===== src/rtl/add64_share_seq_if.sv =====
// Request/response bundle for add64_share_seq: two requester channels and one tagged result channel.
interface add64_share_seq_if #(
    parameter int unsigned WORD_W = 32
);
    localparam int unsigned DW = 2 * WORD_W;

    logic          req0_valid;
    logic          req0_ready;
    logic [DW-1:0] req0_a;
    logic [DW-1:0] req0_b;
    logic          req0_cin;

    logic          req1_valid;
    logic          req1_ready;
    logic [DW-1:0] req1_a;
    logic [DW-1:0] req1_b;
    logic          req1_cin;

    logic          rsp_valid;
    logic          rsp_ready;
    logic [DW-1:0] rsp_sum;
    logic          rsp_cout;
    logic          rsp_id;

    modport master (
        output req0_valid, req0_a, req0_b, req0_cin,
        output req1_valid, req1_a, req1_b, req1_cin,
        output rsp_ready,
        input  req0_ready, req1_ready,
        input  rsp_valid, rsp_sum, rsp_cout, rsp_id
    );

    modport slave (
        input  req0_valid, req0_a, req0_b, req0_cin,
        input  req1_valid, req1_a, req1_b, req1_cin,
        input  rsp_ready,
        output req0_ready, req1_ready,
        output rsp_valid, rsp_sum, rsp_cout, rsp_id
    );
endinterface


===== src/rtl/add64_share_seq.sv =====
// Two-beat 64-bit add on an external shared 32-bit adder, round-robin arbitrated
// between two requesters, with the result returned tagged by requester id.
module add64_share_seq #(
    parameter int unsigned WORD_W = 32
) (
    input  logic                  clk,
    input  logic                  rst,
    add64_share_seq_if.slave      bus,
    output logic [WORD_W-1:0]     add_a,
    output logic [WORD_W-1:0]     add_b,
    output logic                  add_cin,
    input  logic [WORD_W-1:0]     add_sum
);
    localparam int unsigned DW = 2 * WORD_W;

    typedef enum logic [1:0] {
        S_IDLE = 2'd0,
        S_LO   = 2'd1,
        S_HI   = 2'd2,
        S_RESP = 2'd3
    } state_e;

    state_e              state_q,     state_d;
    logic                rr_ptr_q,    rr_ptr_d;
    logic [DW-1:0]       a_q,         a_d;
    logic [DW-1:0]       b_q,         b_d;
    logic                cin_q,       cin_d;
    logic                id_q,        id_d;
    logic [WORD_W-1:0]   sum_lo_q,    sum_lo_d;
    logic [WORD_W-1:0]   sum_hi_q,    sum_hi_d;
    logic                c_mid_q,     c_mid_d;
    logic                cout_q,      cout_d;
    logic                rsp_valid_q, rsp_valid_d;

    logic                grant_c;
    logic                ready0_c;
    logic                ready1_c;
    logic [WORD_W-1:0]   op_a_c;
    logic [WORD_W-1:0]   op_b_c;
    logic                op_cin_c;
    logic                c31_c;
    logic                carry_c;

    // Contention goes to rr_ptr; a lone requester always wins.
    always_comb begin
        grant_c  = (bus.req0_valid && bus.req1_valid) ? rr_ptr_q : bus.req1_valid;
        ready0_c = (state_q == S_IDLE) && bus.req0_valid && !grant_c;
        ready1_c = (state_q == S_IDLE) && bus.req1_valid &&  grant_c;
    end

    // Adder operand select; idle, response and reset phases present zeros.
    always_comb begin
        op_a_c   = '0;
        op_b_c   = '0;
        op_cin_c = 1'b0;
        case (state_q)
            S_LO: begin
                op_a_c   = a_q[WORD_W-1:0];
                op_b_c   = b_q[WORD_W-1:0];
                op_cin_c = cin_q;
            end
            S_HI: begin
                op_a_c   = a_q[DW-1:WORD_W];
                op_b_c   = b_q[DW-1:WORD_W];
                op_cin_c = c_mid_q;
            end
            default: ;
        endcase
    end

    // Carry out of the word recovered from the sum MSB, since the adder exports no carry.
    always_comb begin
        c31_c   = add_sum[WORD_W-1] ^ op_a_c[WORD_W-1] ^ op_b_c[WORD_W-1];
        carry_c = (op_a_c[WORD_W-1] & op_b_c[WORD_W-1]) |
                  (op_a_c[WORD_W-1] & c31_c) |
                  (op_b_c[WORD_W-1] & c31_c);
    end

    always_comb begin
        state_d     = state_q;
        rr_ptr_d    = rr_ptr_q;
        a_d         = a_q;
        b_d         = b_q;
        cin_d       = cin_q;
        id_d        = id_q;
        sum_lo_d    = sum_lo_q;
        sum_hi_d    = sum_hi_q;
        c_mid_d     = c_mid_q;
        cout_d      = cout_q;
        rsp_valid_d = rsp_valid_q;

        case (state_q)
            S_IDLE: begin
                if (ready0_c || ready1_c) begin
                    state_d  = S_LO;
                    id_d     = grant_c;
                    rr_ptr_d = !grant_c;
                    a_d      = grant_c ? bus.req1_a   : bus.req0_a;
                    b_d      = grant_c ? bus.req1_b   : bus.req0_b;
                    cin_d    = grant_c ? bus.req1_cin : bus.req0_cin;
                end
            end
            S_LO: begin
                sum_lo_d = add_sum;
                c_mid_d  = carry_c;
                state_d  = S_HI;
            end
            S_HI: begin
                sum_hi_d    = add_sum;
                cout_d      = carry_c;
                rsp_valid_d = 1'b1;
                state_d     = S_RESP;
            end
            S_RESP: begin
                if (bus.rsp_ready) begin
                    rsp_valid_d = 1'b0;
                    state_d     = S_IDLE;
                end
            end
            default: state_d = S_IDLE;
        endcase
    end

    always_ff @(posedge clk or posedge rst) begin
        if (rst) begin
            state_q     <= S_IDLE;
            rr_ptr_q    <= 1'b0;
            a_q         <= '0;
            b_q         <= '0;
            cin_q       <= 1'b0;
            id_q        <= 1'b0;
            sum_lo_q    <= '0;
            sum_hi_q    <= '0;
            c_mid_q     <= 1'b0;
            cout_q      <= 1'b0;
            rsp_valid_q <= 1'b0;
        end else begin
            state_q     <= state_d;
            rr_ptr_q    <= rr_ptr_d;
            a_q         <= a_d;
            b_q         <= b_d;
            cin_q       <= cin_d;
            id_q        <= id_d;
            sum_lo_q    <= sum_lo_d;
            sum_hi_q    <= sum_hi_d;
            c_mid_q     <= c_mid_d;
            cout_q      <= cout_d;
            rsp_valid_q <= rsp_valid_d;
        end
    end

    assign bus.req0_ready = ready0_c;
    assign bus.req1_ready = ready1_c;
    assign bus.rsp_valid  = rsp_valid_q;
    assign bus.rsp_sum    = {sum_hi_q, sum_lo_q};
    assign bus.rsp_cout   = cout_q;
    assign bus.rsp_id     = id_q;

    assign add_a   = op_a_c;
    assign add_b   = op_b_c;
    assign add_cin = op_cin_c;

endmodule


===== src/flat_wrapper.sv =====
// flat-port wrapper written by rule: the top's interface ports become plain ports
module add64_share_seq_flat 
#(
    parameter int unsigned WORD_W = 32
)
  (clk, rst, add_a, add_b, add_cin, add_sum, bus_req0_valid, bus_req0_a, bus_req0_b, bus_req0_cin, bus_req1_valid, bus_req1_a, bus_req1_b, bus_req1_cin, bus_rsp_ready, bus_req0_ready, bus_req1_ready, bus_rsp_valid, bus_rsp_sum, bus_rsp_cout, bus_rsp_id);
  add64_share_seq_if #(.WORD_W(WORD_W)) bus_i ();
  input  logic clk;
  input  logic rst;
  output logic [WORD_W-1:0] add_a;
  output logic [WORD_W-1:0] add_b;
  output logic add_cin;
  input  logic [WORD_W-1:0] add_sum;
  input wire logic [$bits(bus_i.req0_valid)-1:0] bus_req0_valid;
  input wire logic [$bits(bus_i.req0_a)-1:0] bus_req0_a;
  input wire logic [$bits(bus_i.req0_b)-1:0] bus_req0_b;
  input wire logic [$bits(bus_i.req0_cin)-1:0] bus_req0_cin;
  input wire logic [$bits(bus_i.req1_valid)-1:0] bus_req1_valid;
  input wire logic [$bits(bus_i.req1_a)-1:0] bus_req1_a;
  input wire logic [$bits(bus_i.req1_b)-1:0] bus_req1_b;
  input wire logic [$bits(bus_i.req1_cin)-1:0] bus_req1_cin;
  input wire logic [$bits(bus_i.rsp_ready)-1:0] bus_rsp_ready;
  output wire logic [$bits(bus_i.req0_ready)-1:0] bus_req0_ready;
  output wire logic [$bits(bus_i.req1_ready)-1:0] bus_req1_ready;
  output wire logic [$bits(bus_i.rsp_valid)-1:0] bus_rsp_valid;
  output wire logic [$bits(bus_i.rsp_sum)-1:0] bus_rsp_sum;
  output wire logic [$bits(bus_i.rsp_cout)-1:0] bus_rsp_cout;
  output wire logic [$bits(bus_i.rsp_id)-1:0] bus_rsp_id;
  assign bus_i.req0_valid = bus_req0_valid;
  assign bus_i.req0_a = bus_req0_a;
  assign bus_i.req0_b = bus_req0_b;
  assign bus_i.req0_cin = bus_req0_cin;
  assign bus_i.req1_valid = bus_req1_valid;
  assign bus_i.req1_a = bus_req1_a;
  assign bus_i.req1_b = bus_req1_b;
  assign bus_i.req1_cin = bus_req1_cin;
  assign bus_i.rsp_ready = bus_rsp_ready;
  assign bus_req0_ready = bus_i.req0_ready;
  assign bus_req1_ready = bus_i.req1_ready;
  assign bus_rsp_valid = bus_i.rsp_valid;
  assign bus_rsp_sum = bus_i.rsp_sum;
  assign bus_rsp_cout = bus_i.rsp_cout;
  assign bus_rsp_id = bus_i.rsp_id;
  add64_share_seq #(.WORD_W(WORD_W)) u_core (.clk(clk), .rst(rst), .bus(bus_i), .add_a(add_a), .add_b(add_b), .add_cin(add_cin), .add_sum(add_sum));
endmodule

===== config.mk =====
export PLATFORM = sky130hd
export DESIGN_NAME = add64_share_seq_flat
export DESIGN_NICKNAME = d
export VERILOG_FILES = /design/src/rtl/add64_share_seq_if.sv /design/src/rtl/add64_share_seq.sv /design/src/flat_wrapper.sv
export SDC_FILE = /design/constraint.sdc
export NUM_CORES = 1
export LEC_CHECK = 0
export CAP_MARGIN = 25
export CORE_ASPECT_RATIO = 2
export CORE_MARGIN = 2
export CORE_UTILIZATION = 35
export CTS_CLUSTER_SIZE = 10
export DETAILED_ROUTE_END_ITERATION = 8
export PLACE_DENSITY = 0.72
export SLEW_MARGIN = 10
export SYNTH_ARGS = -nofsm -noshare
export SYNTH_HDL_FRONTEND = slang
export SYNTH_SLANG_ARGS = --single-unit

===== constraint.sdc =====
create_clock -name clk -period 6.6 [get_ports clk]
set_input_delay 1.32 -clock clk [delete_from_list [all_inputs] [get_ports clk]]
set_output_delay 1.32 -clock clk [all_outputs]
set_load 0.01 [all_outputs]

==> run_results.csv <==
group,metric,value,unit
status,outcome,"finished, final reports clean",
run,maxCapViolCount,0,
global_route,grt_overflow,0,
global_route,grt_pass1_wl,49900,um
floorplanning,dieArea,28100,um^2
clock_tree,cts_tree,"built",
final_layout,final_common_cell,"clkdlybuf4s50_1",
clock_tree,h-tree-depth,4,
power,p_leak,0.00570,uW
synth,netlist_instances,756,
synth,synth_nets,1057,
synth,synth.distinct_cells,25,
power,p_int,4260,uW
global_route,first_global_vias,8369,
placement,hpwl,23000,um
global_route,grt_max_degree,164,
global_route,antenna_found_initial,5,
clock_tree,clock_latency,0.45,ns
sta,hold_ws,0.490,ns
synth,yosysWarningCount,0,
final_layout,drive_above_1_share,9.87,%
final_layout,syn2layout_area_growth,54.1,%
setup_path,startpoint_type,"register",
clock_tree,clkTransAtPathRegs,0.07,ns
synth,synthMuxAreaShare,7.94,%
power,p_seq_share,33.0,%
sta,fin_crit,4.62,ns
sta,rsz0062_at_grt,"false",
final_layout,regArea,5000,um^2
floorplanning,ios,429,
synth,yosys.area_share.adder,0.804,%
power,irDropWorstVdd,261,uV
route,drtAntennaViolNets,0,
power,swShare,35.2,%
synth,synth_xor_area_share,0,%
setup_path,crit_chain,"inv_1 > ha_2 > buf_4 > a22o_1 > and2_1 > clkdlybuf4s50_1",
clock_tree,clock-sinks,200,
final_layout,most-common-layout-cells,"428 x clkdlybuf4s50_1, 200 x dfrtp_1, 129 x a221o_1, 91 x and2_0, 65 x mux2_2",
setup_path,crit_path_top_delay_cell,"ha_2",
setup_path,cp_max_fo,44,
synth,synth_edf_count,0,
floorplanning,die_h,235,um
route,firstDrtPassIters,5,
sta,fin_crit_sh,70.0,%
placement,place_congestion,0.903,
setup_path,worstPathRequired,5.28,ns
floorplanning,fp-row-count,84,
power,switching_power,2310,uW
clock_tree,cts_resized,0,
synth,synthTopCellsByArea,"dfrtp_1 54%, a221o_1 14%, mux2_2 7.8%",
global_route,grt_use_total,23.4,%
route,avgRoutedWirePerCell,21.5,um
clock_tree,postCtsSetupBuffers,0,
setup_path,cp_top_family,"buffers and inverters",
sta,hold_violations,0,
clock_tree,cts_hold_buf,0,
clock_tree,root_buffer,"clkbuf_16",
synth,ys_seq_area_share,53.6,%
setup_path,crit_path_end_kind,"output port",
route,vias_per_cell,5.30,
synth,synth.top_cell.area_share,53.6,%
synth,synth_compound_area_share,19.9,%
synth,ys_seq_elements,200,
clock_tree,clk_path_buf_depth,2,
final_layout,fin_nets,1443,
power,pwr-share-comb,51.1,%
synth,synthesis.area,9340,um^2
sta,setup_viol,0,
clock_tree,cts_buffers,17,
route,vias,7967,
setup_path,crit_buf_inv,3,
power,finalPower,6570,uW
sta,final-max-slew-violation-count,0,
placement,place_ws,2.40,ns
setup_path,crit_type,"register to output port",
synth,yosys.area.top_type,"dfrtp_1",
route,wl,32400,um
setup_path,critPathArrivalTime,3.30,ns
power,clockPowerShare,16.0,%
setup_path,r2r_setup_slack,3.75,ns
synth,synth_top_family_by_area,"compound AO/OA/AOI/OAI gates",
sta,setup_tns,0,ns
placement,place_inst,1467,
final_layout,n_fill_cell,2295,
setup_path,cp_slowest_stage_delay,0.89,ns
floorplanning,initial_core_util,35.5,%
placement,io_buffers,428,
floorplanning,coreArea,26300,um^2
synth,async_flop_share,100,%
synth,synth_ff_type,"dfrtp_1",
synth,synthSimpleGateAreaFrac,13.4,%
final_layout,final_cells,1504,
power,power_density,456,nW/um^2
worst_hold_path,hold_class,"register to register",
sta,fmaxAchievable,0.217,GHz
sta,clock_skew,0.00603,ns
route,dr.first_iter.drc_count,568,
route,drc,0,
final_layout,multi_input_area,3970,um^2
sta,worst_slew_pin_slew,1.03,ns
sta,setup_slack,1.98,ns
floorplanning,fp.dieW,120,um
sta,slew_headroom,31.7,%
synth,synth.avg_cell_area,12.4,um^2
-- stage by stage --
step	cell area, um^2	utilization (%)
4_1_cts	14400	54.7
6_report	14400	54.8
3_3_place_gp	13800	52.5
5_1_grt	14400	54.8
2_1_floorplan	9340	-
3_5_place_dp	13800	52.5
-- power groups by stage --
stage | Clock [uW] | Combinational (uW) | Sequential [uW]
floorplan | 0 | 1910 | 2180
global placement | 0 | 3330 | 2170
detailed placement | 0 | 3370 | 2180
CTS | 1090 | 3390 | 2160
global route | 1130 | 3620 | 2230
finish | 1050 | 3350 | 2170
-- cell type report --
cell class | instances | area share [%]
Multi-Input combinational cell | 479 | 27.5
Tap cell | 344 | 2.99
Clock inverter | 11 | 0.791
Timing Repair Buffer | 438 | 30.4
Clock buffer | 21 | 3.27
Antenna cell | 5 | 0.0869
Inverter | 6 | 0.183
Sequential cell | 200 | 34.8
-- final timing paths --
check | startpoint | endpoint | cells past startpoint
worst max-delay path | u_core.state_q[0] | add_b[31] | 6
worst min-delay path | u_core.bus.rsp_id | u_core.bus.rsp_id | 1
worst max register to register | u_core.state_q[0] | u_core.a_q[55] | 7
worst min register to register | u_core.bus.rsp_id | u_core.bus.rsp_id | 1
max in group asynchronous | rst | u_core.a_q[55] | 3
min in group asynchronous | rst | u_core.sum_hi_q[11] | 2
-- cells in the mapped netlist (all sizes together), types with 2 or more instances --
master and n:
a21oi 3, nand2 2, inv 6, a22o 2, ha 6, nor2b 64
a221o 129, a31oi 2, dfrtp 200, and2 131, a21o 2, buf 53
clkbuf 18, mux2 65, nor2 5, a22oi 63
-- logic make-up (layout without fill, tap and decap cells) --
group | count (synthesis) | count (layout)
compound gates | 204 | 204
simple gates | 203 | 203
flops | 200 | 200
buf+inv | 77 | 476
mux | 66 | 66
fa+ha+maj | 6 | 6
other cells | 0 | 5
-- routing by layer --
layer	global-route usage [%]	share of wire, %
met1	26.6	36
met2	41.1	54
met3	4.64	5.6
met5	0	0
met4	11.9	4.0
-- flip-flops by register name (all words and copies together) (netlist names), 2 cells and up --
signal and count:
u_core.b_q 64, u_core.sum_hi_q 32, u_core.state_q 2, u_core.sum_lo_q 32
u_core.a_q 64
-- worst reg2reg max path, stage by stage (launching register included) --
cell     delay (ns)
dfrtp_1        0.42
inv_1          0.17
ha_2           0.26
nand2_1        0.10
a21oi_4        0.13
buf_4          0.52
buf_4          0.81
a221o_1        0.37
Power figures use the tool's default switching activity.
